File: config.mk
export PLATFORM = sky130hd
export DESIGN_NAME = fetch_unit
export DESIGN_NICKNAME = d
export VERILOG_FILES = /design/src/rtl/riscv_pkg.sv /design/src/rtl/pc_next_mux.sv /design/src/rtl/fetch_unit.sv
export SDC_FILE = /design/constraint.sdc
export NUM_CORES = 1
export LEC_CHECK = 0
export CAP_MARGIN = 20
export CORE_ASPECT_RATIO = 1.4
export CORE_MARGIN = 5
export CORE_UTILIZATION = 50
export CTS_CLUSTER_SIZE = 25
export DETAILED_ROUTE_END_ITERATION = 12
export HOLD_SLACK_MARGIN = 0.03
export PLACE_DENSITY = 0.93
export SLEW_MARGIN = 15
export SYNTH_ARGS = -nofsm -noshare
export SYNTH_HDL_FRONTEND = slang
export SYNTH_HIERARCHICAL = 1
export SYNTH_SLANG_ARGS = --single-unit
export TNS_END_PERCENT = 20
File: constraint.sdc
create_clock -name clk -period 7.89 [get_ports clk]
set_clock_uncertainty 0.15 [all_clocks]
set_input_delay 1.578 -clock clk [delete_from_list [all_inputs] [get_ports clk]]
set_output_delay 1.578 -clock clk [all_outputs]
set_load 0.005 [all_outputs]
File: src/rtl/riscv_pkg.sv
// Shared RISC-V constants: major opcodes, the canonical NOP word and the
// fetch FSM state encoding.
package riscv_pkg;

   localparam logic [6:0]  OPC_RTYPE  = 7'b0110011;
   localparam logic [6:0]  OPC_LOAD   = 7'b0000011;
   localparam logic [6:0]  OPC_STORE  = 7'b0100011;
   localparam logic [6:0]  OPC_BRANCH = 7'b1100011;

   // addi x0, x0, 0
   localparam logic [31:0] NOP_INSTR  = 32'h0000_0013;

   typedef enum logic [1:0] {
      IDLE  = 2'd0,
      REQ   = 2'd1,
      VALID = 2'd2
   } fetch_state_e;

endpackage

File: src/rtl/pc_next_mux.sv
// Next-PC selection: sequential pc+4 or a word-aligned branch target pc+immext.
module pc_next_mux (
   input  logic [31:0] pc_i,
   input  logic [31:0] immext_i,
   input  logic        pcsrc_i,
   output logic [31:0] pcplus4_o,
   output logic [31:0] pc_next_o
);

   logic [31:0] branch_target;

   assign pcplus4_o     = pc_i + 32'd4;
   assign branch_target = pc_i + immext_i;

   // Targets are forced onto a word boundary; wrap-around is plain 32-bit modulo.
   assign pc_next_o = pcsrc_i ? {branch_target[31:2], 2'b00} : pcplus4_o;

endmodule

File: src/rtl/fetch_unit.sv
// Single-outstanding instruction fetch: request a word, hold it for decode
// until retired, then advance the PC and fetch again.
module fetch_unit
   import riscv_pkg::*;
#(
   parameter logic [31:0] RESET_PC = 32'h0000_0000
) (
   input  logic         clk,
   input  logic         reset,
   // Request/ack: imem_req stays high with a stable imem_addr until imem_ack
   // is sampled high on a rising edge; imem_ack outside a request is ignored.
   output logic         imem_req,
   output logic [31:0]  imem_addr,
   input  logic         imem_ack,
   input  logic [31:0]  imem_rdata,
   input  logic         stall,
   input  logic         pcsrc,
   input  logic [31:0]  immext,
   output logic [31:0]  instr,
   output logic [6:0]   opcode,
   output logic [2:0]   funct3,
   output logic         funct7,
   output logic         instr_valid,
   output logic [31:0]  pc,
   output logic [31:0]  pcplus4,
   output logic [31:0]  instret,
   output fetch_state_e fsm_state
);

   fetch_state_e state_q, state_d;
   logic [31:0]  pc_q, pc_d;
   logic [31:0]  instr_q, instr_d;
   logic [31:0]  instret_q, instret_d;
   logic [31:0]  pc_next;

   pc_next_mux u_pc_next_mux (
      .pc_i      (pc_q),
      .immext_i  (immext),
      .pcsrc_i   (pcsrc),
      .pcplus4_o (pcplus4),
      .pc_next_o (pc_next)
   );

   always_ff @(posedge clk or posedge reset) begin
      if (reset) begin
         state_q   <= IDLE;
         pc_q      <= RESET_PC;
         instr_q   <= NOP_INSTR;
         instret_q <= 32'd0;
      end else begin
         state_q   <= state_d;
         pc_q      <= pc_d;
         instr_q   <= instr_d;
         instret_q <= instret_d;
      end
   end

   always_comb begin
      state_d   = state_q;
      pc_d      = pc_q;
      instr_d   = instr_q;
      instret_d = instret_q;
      case (state_q)
         IDLE: state_d = REQ;
         REQ: begin
            if (imem_ack) begin
               instr_d = imem_rdata;
               state_d = VALID;
            end
         end
         VALID: begin
            // Retire: branch inputs are only looked at on this edge.
            if (!stall) begin
               pc_d      = pc_next;
               instret_d = instret_q + 32'd1;
               state_d   = REQ;
            end
         end
         default: state_d = IDLE;
      endcase
   end

   assign imem_req    = (state_q == REQ);
   assign imem_addr   = {pc_q[31:2], 2'b00};
   assign instr_valid = (state_q == VALID);
   assign instr       = instr_q;
   assign opcode      = instr_q[6:0];
   assign funct3      = instr_q[14:12];
   assign funct7      = instr_q[30];
   assign pc          = pc_q;
   assign instret     = instret_q;
   assign fsm_state   = state_q;

endmodule

-- Yosys cells after proc, flatten, opt, wreduce, memory -nomap -nowiden
Cells that the tools add are included.
- bits in registers: 98
- bits of input ports: 69
- output and inout bits: 175
- add/sub/neg operators: 3
- equal/unequal tests: 4
- mux-type cells: 4
- bitwise operators: 1
- reductions and logical operators: 4
- operator list (kind ; number):
    adder 32 x 1 -> 32 bit (second input constant) ; 1
    adder 32 x 3 -> 32 bit (second input constant) ; 1
    adder 32 bit ; 1
    2-to-1 mux 32 bit ; 1
    one-hot mux 2 bit (3 select lines) ; 1
    AND reduction 2 bit ; 3
    2-to-1 mux 2 bit ; 2
    equality test 2 x 1 -> 1 bit (second input constant) ; 1
    equality test 2 bit (second input constant) ; 1
    logical NOT 2 bit ; 1
    != test 2 x 1 -> 1 bit (second input constant) ; 1
    != test 2 bit (second input constant) ; 1
    inverter 1 bit ; 1

-- Depth between registers and ports, before layout
- word-level depth: 3
- depth in mapped cells: 11
- gate-level depth less buffers: 10

-- By module
The synthesis kept the hierarchy.
- by module, submodules not included (module ; times used ; cells each ; area each (sq um)):
    fetch_unit ; 1 ; 322 ; 4365.4
    pc_next_mux ; 1 ; 362 ; 2493.6

-- Least setup slack after synthesis
OpenSTA, ideal clock, no wires.
- path kind: input-to-reg
- from: input port immext[12]
- to: register pc_q[30], in the netlist pc[30]
- setup time: 0.125 ns
- data arrival time: 3.630 ns
- data required time: 7.615 ns
- path slack: 3.985 ns
- stages: 10
- cells stage by stage: ha_1 > a21oi_2 > o21ai_1 > o31a_1 > a211oi_4 > o221ai_2 > a211oi_2 > xor2_1 > a21oi_1 > mux2_2
- longest elaborated chain between the ends: 2
- RTL lines (element ; RTL line ; source):
    start: declaration ; fetch_unit.sv:18 ; input logic [31:0] immext,
    adder 32 bit ; pc_next_mux.sv:13 ; assign branch_target = pc_i + immext_i;
    2-to-1 mux 32 bit ; pc_next_mux.sv:16 ; assign pc_next_o = pcsrc_i ? {branch_target[31:2], 2'b00} : pcplus4_o;
    net pc_next[30] ; fetch_unit.sv:34 ; logic [31:0] pc_next;
    end signal: assignment ; fetch_unit.sv:52 ; pc_q <= pc_d;
    end: declaration ; fetch_unit.sv:31 ; logic [31:0] pc_q, pc_d;
The timed path passes the listed nets, and every way through them passes these cells.
A chain may end at the register's enable or synchronous reset.

-- Worst setup path in the final report
- from: register pc_q[2], in the netlist pc[2]
- to: output port pcplus4[26]
- longest elaborated chain between the ends: 1
- RTL lines (element ; RTL line ; source):
    adder 32 x 3 -> 32 bit ; pc_next_mux.sv:12 ; assign pcplus4_o = pc_i + 32'd4;
    end: declaration ; fetch_unit.sv:25 ; output logic [31:0] pcplus4,
Every way passes these cells.

==> run summary <==
The run finished with clean final reports. The clock period could shrink to 4.82 ns. The core box area was 13500 µm²; the post-synthesis instance area was 6860 µm². The most frequently used flop master after synthesis is sky130_fd_sc_hd__dfrtp_1. The run gives 3.30 ns as the minimum setup slack after placement. The tools report the sequential fraction of design power as 0.273. The cell depth of the worst flop-to-flop path is 10. Counting the fill cells in the layout gives 980. The area enclosed by the die boundary came out at 16200 µm². The critical path is of the flip-flop to output port type.

The terminus of the critical flop-to-flop path is pc[30]$_DFFE_PP0P_. The netlist uses 73 different library cells. The dominant cell by count in the synthesized netlist was sky130_fd_sc_hd__dfrtp_1. Clock latency on the worst-skew pair: 0.33 ns. The worst setup path is launched from a flip-flop. Root cell of the clock tree: sky130_fd_sc_hd__clkbuf_16.

At the end of the flow, the number of nets in the layout was 975. On the critical path, the stage with the largest delay is an instance of sky130_fd_sc_hd__clkdlybuf4s50_1. For this design the ratio of total power to cell area is 365 nW/µm².

The logs give 0.329 ns for the worst hold slack after final layout and 6.16 ns for the required time at the endpoint of the critical path. The critical path goes through ha_1 -> nand4_1 -> nor3_4 -> nand3_1 -> nor2_1 -> nand2_1 -> xnor2_1 -> clkdlybuf4s50_1. The analysis attributes to net switching a power of 1310 µW.

For the warning count from the yosys run, the log shows 6. IR analysis of the VDD net gives a maximum drop of 0.231 mV. The cell count of the worst hold path is 1. Buffers placed on the I/O ports in this run total 241. Post-CTS timing repair inserted 0 buffers for setup. Max-cap violations in this run came to 0. The logs give 9370 µm² for the final design instance area without fill and 3.07 ns for the setup slack after layout. The floorplan has 50 rows. The routed design has 19.3 mm of wire. Detailed placement finished with a half-perimeter wire length of 15.0 mm. The type of the most critical hold path was flip-flop to flip-flop. Dividing the detail-routed via count by the number of cells gives 5.41.

The tools report the remaining antenna violation count as 0. After routing, the total negative slack on setup checks comes to 0 ns. The first TritonRoute pass finished after 5 iterations. For the number of slew-limit violations in the final report, the log shows 0. At the pin with the least slew margin, the transition time is 0.773 ns. The routed wirelength normalized by instance count was 18.2 µm. The number of instances resized during post-cts repair was 0; the instance count of the mapped netlist was 684. The overall power after layout is 3410 µW. The H-tree was split into 3 levels. Synthesized flop and latch total: 98. In the post-synthesis netlist, the biggest area contributors are sky130_fd_sc_hd__dfrtp_1 35%, sky130_fd_sc_hd__mux2_2 11%, sky130_fd_sc_hd__xnor2_1 7.2%.

The initial antenna violation count was 0; the number of buffers inserted for hold repair after clock tree synthesis was 0. Synthesized area divided by synthesized cell count: 10.0 µm². The number of enable flip-flop cells after synthesis came out at 0. At the worst endpoint, the arrival time is 3.09 ns.

The tools report the placed cell area as 9070 µm². No sink is reached through more buffers than the 2 on the longest clock path. The synthesized design spends more area on one cell type than any other, namely sky130_fd_sc_hd__dfrtp_1.

Counting every sink on the clock net gives 98. After synthesis, the most frequently instantiated cells are 95 x sky130_fd_sc_hd__dfrtp_1, 67 x sky130_fd_sc_hd__mux2_2, 56 x sky130_fd_sc_hd__xnor2_1, 52 x sky130_fd_sc_hd__a21oi_1, 47 x sky130_fd_sc_hd__nand2_1. The ratio of cells with drive above 1 in the final layout was 0.149; the layout-stage area growth over the synthesis result was 36.6%.

The die height is 149 µm. For the detailed-route via count, the log shows 5744. The routability congestion estimate from global placement is 0.901, and the number of hold-slack violations in the final timing report is 0. The fraction of synthesis flops using an asynchronous set or reset pin was 1.00. The repair_antennas step left the layout with diodes totalling 0. The worst setup path is captured at an output port.

In this run the static leakage power is 0.00387 µW. The worst register-to-register path begins at pc[12]$_DFFE_PP0P_. The detailed router finished its first iteration with 226 violations. In this run the worst path has a maximum fanout of 9. The tightest slew margin relative to the limit was 0.484; the final count of negative-setup-slack endpoints was 0. The clock transition time at the flip-flop clock pins of the worst setup and hold paths was 0.07 ns. Summing all flip-flop and latch instances after layout gives 2460 µm².

The logs give 2100 µW for the internal cell power and 9 for the CTS buffer count. The setup check on the worst reg-to-reg path leaves a slack of 4.80 ns. The share of Yosys cell area claimed by the top area cell type is 0.347, and the global routing usage summed across all routing layers is 0.238. The number of global-route vias before repair was 6124. On the worst path, the slowest cell contributes a delay of 0.55 ns. Entering global routing, the biggest net connects 66 pins.

Setup repair after global routing left no endpoint under its margin. The switching share of power is 0.384. TritonCTS built the clock tree.

Combinational group share of total power: 0.598. Startpoint of the worst hold path: instret[31]$_DFFE_PP0P_. The first global-routing pass estimated 30.9 mm of wire. The die extent in x is 109 µm.

The post-route fraction of the period consumed by the critical path is 0.611, and the clock network fraction of design power is 0.129. Summed over all layers, the global routing overflow is 0. Timing would allow up to 207 MHz. Starting utilization of the core area: 0.510.

In the final layout, the multi-input gates occupy 3890 µm². The tools report the part of the Yosys area used for sequential elements as 0.358. The I/O pin total was 244; the number of remaining DRC errors was 0.

The tools report the endpoint of the worst hold-timing path as instret[31]$_DFFE_PP0P_.
[layout by cell type, fill, tap and decap left out, drive strengths merged, types with 2 or more instances in the layout]
| cell | netlist | routed |
|---|---|---|
| nand2b | 2 | 2 |
| clkinv | 0 | 3 |
| a21oi | 56 | 56 |
| clkbuf | 12 | 10 |
| nand4b | 2 | 2 |
| and2 | 6 | 6 |
| o221ai | 3 | 3 |
| dfrtp | 95 | 95 |
| o21a | 2 | 2 |
| nor2 | 44 | 44 |
| or3 | 2 | 2 |
| mux2 | 68 | 68 |
| conb | 1 | 2 |
| and4 | 7 | 7 |
| nor3 | 14 | 14 |
| nand4 | 18 | 18 |
| nand3 | 29 | 29 |
| xnor2 | 56 | 56 |
| mux2i | 2 | 2 |
| o31ai | 3 | 3 |
| buf | 55 | 5 |
| nor4 | 7 | 7 |
| inv | 14 | 17 |
| o21bai | 4 | 4 |
| clkdlybuf4s50 | 0 | 240 |
| a21boi | 2 | 2 |
| dfstp | 3 | 3 |
| o21ai | 15 | 15 |
| a211oi | 2 | 2 |
| o221a | 2 | 2 |
| a31oi | 6 | 6 |
| and3 | 13 | 13 |
| nand2 | 47 | 47 |
| nor2b | 9 | 9 |
| a21o | 6 | 6 |
| ha | 32 | 32 |
| xor2 | 29 | 29 |
[worst max path at each step]
stage | startpoint | slack, ns | cells after the start | to
floorplan | reset | 3.60 | 1 | fsm_state[0]$_DFFE_PP0P_
global placement | immext[2] | 3.38 | 11 | pc[30]$_DFFE_PP0P_
detailed placement | immext[2] | 3.30 | 11 | pc[30]$_DFFE_PP0P_
CTS | pc[2]$_DFFE_PP0P_ | 3.10 | 8 | pcplus4[26]
global route | pc[2]$_DFFE_PP0P_ | 2.84 | 8 | pcplus4[30]
finish | pc[2]$_DFFE_PP0P_ | 3.07 | 8 | pcplus4[26]
[kinds of logic after synthesis]
kind of cell / share of synthesized area
compound gates: 0.115
flops: 0.358
xor+xnor: 0.109
mux: 0.115
other cells: 0.000547
simple gates: 0.169
buf+inv: 0.0748
fa+ha+maj: 0.0584
[state kept, by name, indices dropped and copies added (netlist names)]
register,count
fsm_state,2
instr,32
instret,32
pc,32
[final cells by class]
class | instances | share of cell area
Multi-Input combinational cell | 506 | 0.416
Timing Repair Buffer | 245 | 0.260
Clock buffer | 10 | 0.0255
Sequential cell | 98 | 0.262
Tap cell | 182 | 0.0243
Inverter | 14 | 0.00588
Clock inverter | 6 | 0.00614
[through the flow]
step	utilization	std cells
final	0.696	1061
after global routing	0.696	1061
after CTS	0.696	1061
after detailed placement	0.674	1045
after global placement	0.674	1045
after floorplan	-	685
[routing by layer]
metal  part of all wire  global-route usage  vias to the layer above  wire length [µm]
met4              0.031              0.0828                        0               593
met3              0.063              0.0578                       41              1210
li1                   -                   -                     2761                 -
met2               0.54               0.435                      199             10300
met5                  0                   0                        -                 0
met1               0.37               0.264                     2743              7150
[worst max-delay path: cells and delay by family (launching register included)]
kind	cells	cell delay, ns
fa+ha+maj	1	0.30
simple gates	5	1.21
xor+xnor	1	0.21
buf+inv	1	0.55
flops	1	0.50
[power groups by stage]
stage	registers (µW)	clock network, µW	logic, µW
3_3_place_gp	925	0	1990
2_1_floorplan	895	0	1170
3_5_place_dp	938	0	2040
4_1_cts	932	450	2050
6_report	932	440	2040
5_1_grt	968	478	2210
No activity file was read; power rests on OpenSTA's default activity.
